### src/rtl/peripheral_operand_collector.sv
// peripheral_operand_collector: assembles NUM_OPS operands of OP_W bits from hand-entered
// DATA_W-bit words, committed one per rising edge of the debounced enter button.
module peripheral_operand_collector #(
  parameter int DATA_W = 8,
  parameter int OP_W = 32,
  parameter int NUM_OPS = 2,
  parameter int LSB_FIRST = 1,
  localparam int WPO = OP_W / DATA_W,
  localparam int WI_W = $clog2(WPO) + 1,
  localparam int OI_W = $clog2(NUM_OPS) + 1,
  localparam int BW = $clog2(NUM_OPS * OP_W)
) (
  input  logic                      clk,
  input  logic                      reset,
  input  logic [DATA_W-1:0]         inputdata,
  input  logic                      enter,
  input  logic                      clear,
  input  logic                      ack,
  output logic [NUM_OPS*OP_W-1:0]   operands,
  output logic                      op_valid,
  output logic [WI_W-1:0]           word_idx,
  output logic [OI_W-1:0]           op_idx,
  output logic                      overrun
);
  typedef enum logic {COLLECT, FULL} state_t;
  state_t r_state, w_state_n;
  logic [NUM_OPS*OP_W-1:0] r_ops, w_ops_n;
  logic r_valid, w_valid_n, r_ovr, w_ovr_n, r_enter_q, w_edge;
  logic [WI_W-1:0] r_wi, w_wi_n, w_slot;
  logic [OI_W-1:0] r_oi, w_oi_n;
  logic [BW-1:0] w_base;
  assign w_edge = enter & ~r_enter_q;
  assign w_slot = (LSB_FIRST != 0) ? r_wi : WI_W'(WPO - 1) - r_wi;
  assign w_base = BW'(32'(r_oi) * OP_W + 32'(w_slot) * DATA_W);
  // clear outranks ack, and ack outranks a same-cycle button edge
  always_comb begin
    w_state_n = r_state;
    w_ops_n = r_ops;
    w_valid_n = r_valid;
    w_wi_n = r_wi;
    w_oi_n = r_oi;
    w_ovr_n = r_ovr;
    if (clear) begin
      w_state_n = COLLECT;
      w_ops_n = '0;
      w_valid_n = 1'b0;
      w_wi_n = '0;
      w_oi_n = '0;
      w_ovr_n = 1'b0;
    end else if (r_state == FULL) begin
      if (ack) begin
        w_state_n = COLLECT;
        w_valid_n = 1'b0;
        w_wi_n = '0;
        w_oi_n = '0;
      end else if (w_edge) w_ovr_n = 1'b1;
    end else if (w_edge) begin
      w_ops_n[w_base +: DATA_W] = inputdata;
      w_wi_n = (r_wi == WI_W'(WPO - 1)) ? '0 : r_wi + 1'b1;
      if (r_wi == WI_W'(WPO - 1)) begin
        w_oi_n = (r_oi == OI_W'(NUM_OPS - 1)) ? '0 : r_oi + 1'b1;
        w_state_n = (r_oi == OI_W'(NUM_OPS - 1)) ? FULL : COLLECT;
        w_valid_n = (r_oi == OI_W'(NUM_OPS - 1));
      end
    end
  end
  always_ff @(posedge clk or posedge reset) begin
    if (reset) begin
      r_state <= COLLECT;
      r_ops <= '0;
      r_valid <= 1'b0;
      r_wi <= '0;
      r_oi <= '0;
      r_ovr <= 1'b0;
      r_enter_q <= 1'b0;
    end else begin
      r_state <= w_state_n;
      r_ops <= w_ops_n;
      r_valid <= w_valid_n;
      r_wi <= w_wi_n;
      r_oi <= w_oi_n;
      r_ovr <= w_ovr_n;
      r_enter_q <= enter;
    end
  end
  assign operands = r_ops;
  assign op_valid = r_valid;
  assign word_idx = r_wi;
  assign op_idx = r_oi;
  assign overrun = r_ovr;
endmodule

### config.mk
export PLATFORM = sky130hd
export DESIGN_NAME = peripheral_operand_collector
export DESIGN_NICKNAME = d
export VERILOG_FILES = /design/src/rtl/peripheral_operand_collector.sv
export SDC_FILE = /design/constraint.sdc
export NUM_CORES = 1
export LEC_CHECK = 0
export ABC_AREA = 0
export BUFFER_PORTS_ARGS = -buffer_cell sky130_fd_sc_hd__buf_2
export CORE_UTILIZATION = 45
export CTS_BUF_LIST = sky130_fd_sc_hd__clkbuf_4
export DETAILED_ROUTE_END_ITERATION = 6
export GPL_TIMING_DRIVEN = 0
export PLACE_DENSITY = 0.69
export SETUP_SLACK_MARGIN = 0.05
export SLEW_MARGIN = 15
export SYNTH_ARGS = -nofsm -noshare
export SYNTH_HDL_FRONTEND = slang
export SYNTH_SLANG_ARGS = --single-unit
### constraint.sdc
create_clock -name clk -period 5.45 [get_ports clk]
set_input_delay 0.2725 -clock clk [delete_from_list [all_inputs] [get_ports clk]]
set_output_delay 0.2725 -clock clk [all_outputs]
set_load 0.02 [all_outputs]
==> impl_metrics.tcl <==
set metrics [dict create \
    fp.dieW_um 88.37 \
    grt_pass1_vias 2647 \
    crit_type "reg2reg" \
    ys_ff_latch 73 \
    critPathRequiredTime_ps 5750 \
    hold_path_depth 2 \
    cp-end-kind "register" \
    worst_hold_slack_ps 133.9 \
    fin_crit_ps 2818 \
    ir_worst_vdd_mv 0.1538 \
    clock-root-buffer "clkbuf_4" \
    first_iter_violations 157 \
    reg2reg_setup_slack_ps 2630 \
    fmax_ghz 0.3549 \
    rsz0062_at_grt "false" \
    core_area_um2 7214 \
    clk_pin_slew_ps 110 \
    async_flop_share 1.000 \
    syn-mean-instance-area_um2 11.19 \
    gp_congestion 0.9064 \
    synth_area_um2 3357 \
    synth-main-ff-cell "dfrtp_1" \
    leakage_nw 1.953 \
    htreeDepth 3 \
    overflow 0 \
    fin_nets 415 \
    cts_buffer_depth 2 \
    slew_violations 0 \
    outcome "complete, no violations" \
    dieArea_um2 7809 \
    ys_warn_count 0 \
    insertion_delay_ps 410 \
    syn-instance-count 300 \
    hold_viol 0 \
    ios 84 \
    rr_worst_depth 8 \
    ctsResizeCount 0 \
    yosysSeqAreaShare 0.5442 \
    postRouteWirelength_mm 8.500 \
    grt_pass1_wl_mm 13.52 \
    ant_nets 0 \
    dpl.hpwl_mm 5.925 \
    drc 0 \
    fp.dieH_um 88.37 \
    fin_skew_ps 14.13 \
    setup_viol 0 \
    setup-tns-final_ps 0 \
    grt_start_max_net_pins 65 \
    cts_buffers 9 \
    slew_headroom 0.4492 \
    grt.total_usage 0.2323 \
    syn_nets 319 \
    cp_max_fo 10 \
    synth_cell_types 45 \
    power_density_nw_per_um2 273.9 \
    worstPathArrival_ps 3120 \
    hp-class "in2reg" \
    cts_setup_buffers 0 \
    power.total_mw 1.115 \
    drive_gt1_frac 0.2950 \
    min_period_over_period 0.5171 \
    area_growth_pct 21.21 \
    synth_edf_count 0 \
    post_drt_via_cell_ratio 5.505 \
    port_buffers 82 \
    rows 31 \
    cts_tree "built" \
    drt-pass1-iter-count 4 \
    wl_per_cell_um 17.03 \
    num_vias 2747 \
    initial_utilization 0.4653 \
    antenna_found_initial 0 \
    antennaDiodeCount 0 \
    cts.sinks 73 \
    worstMarginPinSlew_ps 825.3 \
    maxCapViolations 0 \
    finalCoreUtilization 0.5640 \
    start_kind "register" \
]
==> repair_timing <==
item / in CTS / in global routing
hold buffers: 2 / 0
endpoints found under the setup margin: 0 / 0
endpoints found under the hold margin: 10 / 0
==> cell type report <==
type / count / area (µm²)
tap: 99 / 123.9
clock buffer: 11 / 82.58
buffer: 19 / 87.58
fill: 685 / 3146
timing repair buffer: 85 / 457.9
clock inverter: 4 / 45.04
inverter: 34 / 130.1
multi-input combinational: 174 / 1315
sequential: 73 / 1827
==> per-layer routing <==
metal,vias up,share of wire,global-route usage
met5,-,0,0
met4,0,0.014,0.09677
met3,10,0.044,0.03451
met2,78,0.48,0.3748
met1,1360,0.46,0.3151
li1,1299,-,-
==> worst max-delay path, stage by stage, from the launching register on <==
cell     delay, ps
dfrtp_1        440
xor2_1         330
inv_2          130
buf_6          180
ha_1           280
buf_4          160
or4b_1         540
a211o_1        360
a32o_1         300
==> cells by family after synthesis <==
| kind of cell | Yosys count | synth area share |
|---|---|---|
| AOI/OAI and AO/OA | 82 | 0.2210 |
| xor gates and xnor gates | 1 | 0.002609 |
| adders and majority gates | 6 | 0.02236 |
| buffers and inverters | 53 | 0.06411 |
| DFF | 73 | 0.5442 |
| muxes | 6 | 0.01789 |
| and+or+nand+nor | 79 | 0.1278 |
==> Yosys cell counts, drive strengths merged, types with 4 or more instances <==
library cell   n  area [µm²]
dfrtp         73        1827
nand2         37       138.9
inv           33       123.9
o32ai         18       157.7
nand4         14       87.58
o21ai         14       70.07
o2bb2ai       14       122.6
clkbuf        13       48.80
a22o           8       70.07
a32o           6       60.06
buf            6       38.79
ha             6       75.07
mux2i          6       60.06
a211oi         5       65.07
nand2b         5       31.28
a21oi          4       20.02
nor2           4       17.52
==> report_power, final <==
group	internal, mW	leakage [nW]	switching [mW]	total (mW)
logic	0.0636	0.861	0.162	0.225
clock network	0.146	0.0765	0.178	0.324
registers	0.551	1.02	0.0143	0.565
total	0.761	1.95	0.354	1.11
==> cell usage in the layout, fill, tap and decap left out, drive strengths merged, types with 4 or more instances in the layout <==
| cell | count |
|---|---|
| a22o | 8 |
| nand2 | 37 |
| nand4 | 14 |
| a211oi | 5 |
| nand2b | 5 |
| inv | 33 |
| mux2i | 6 |
| nor2 | 4 |
| clkbuf | 24 |
| dfrtp | 73 |
| clkinv | 4 |
| buf | 89 |
| ha | 6 |
| o2bb2ai | 14 |
| a32o | 6 |
| a21oi | 4 |
| o21ai | 14 |
| o32ai | 18 |
==> path summary, 6_finish.rpt <==
| check | endpoint | from |
|---|---|---|
| max in group asynchronous | operands[57] | reset |
| worst max register to register | operands[33] | word_idx[2] |
| worst max-delay path | operands[33] | word_idx[2] |
| worst min-delay path | operands[6] | inputdata[6] |
| worst min register to register | operands[45] | operands[45] |
| min in group asynchronous | operands[9] | reset |
==> metrics by stage <==
step	instance area [µm²]	std cells	setup slack (ps)
4_1_cts	4069	499	2640
5_1_grt	4069	499	2419
3_3_place_gp	3891	481	2518
2_1_floorplan	3357	300	2807
3_5_place_dp	3921	482	2648
6_report	4069	499	2632
==> flip-flops by register name (all words and copies together) (netlist names) <==
register,count
operands,64
word_idx,3
r_state,1
op_valid,1
r_enter_q,1
overrun,1
op_idx,2
Note: power is estimated with default switching activity, not from simulation.
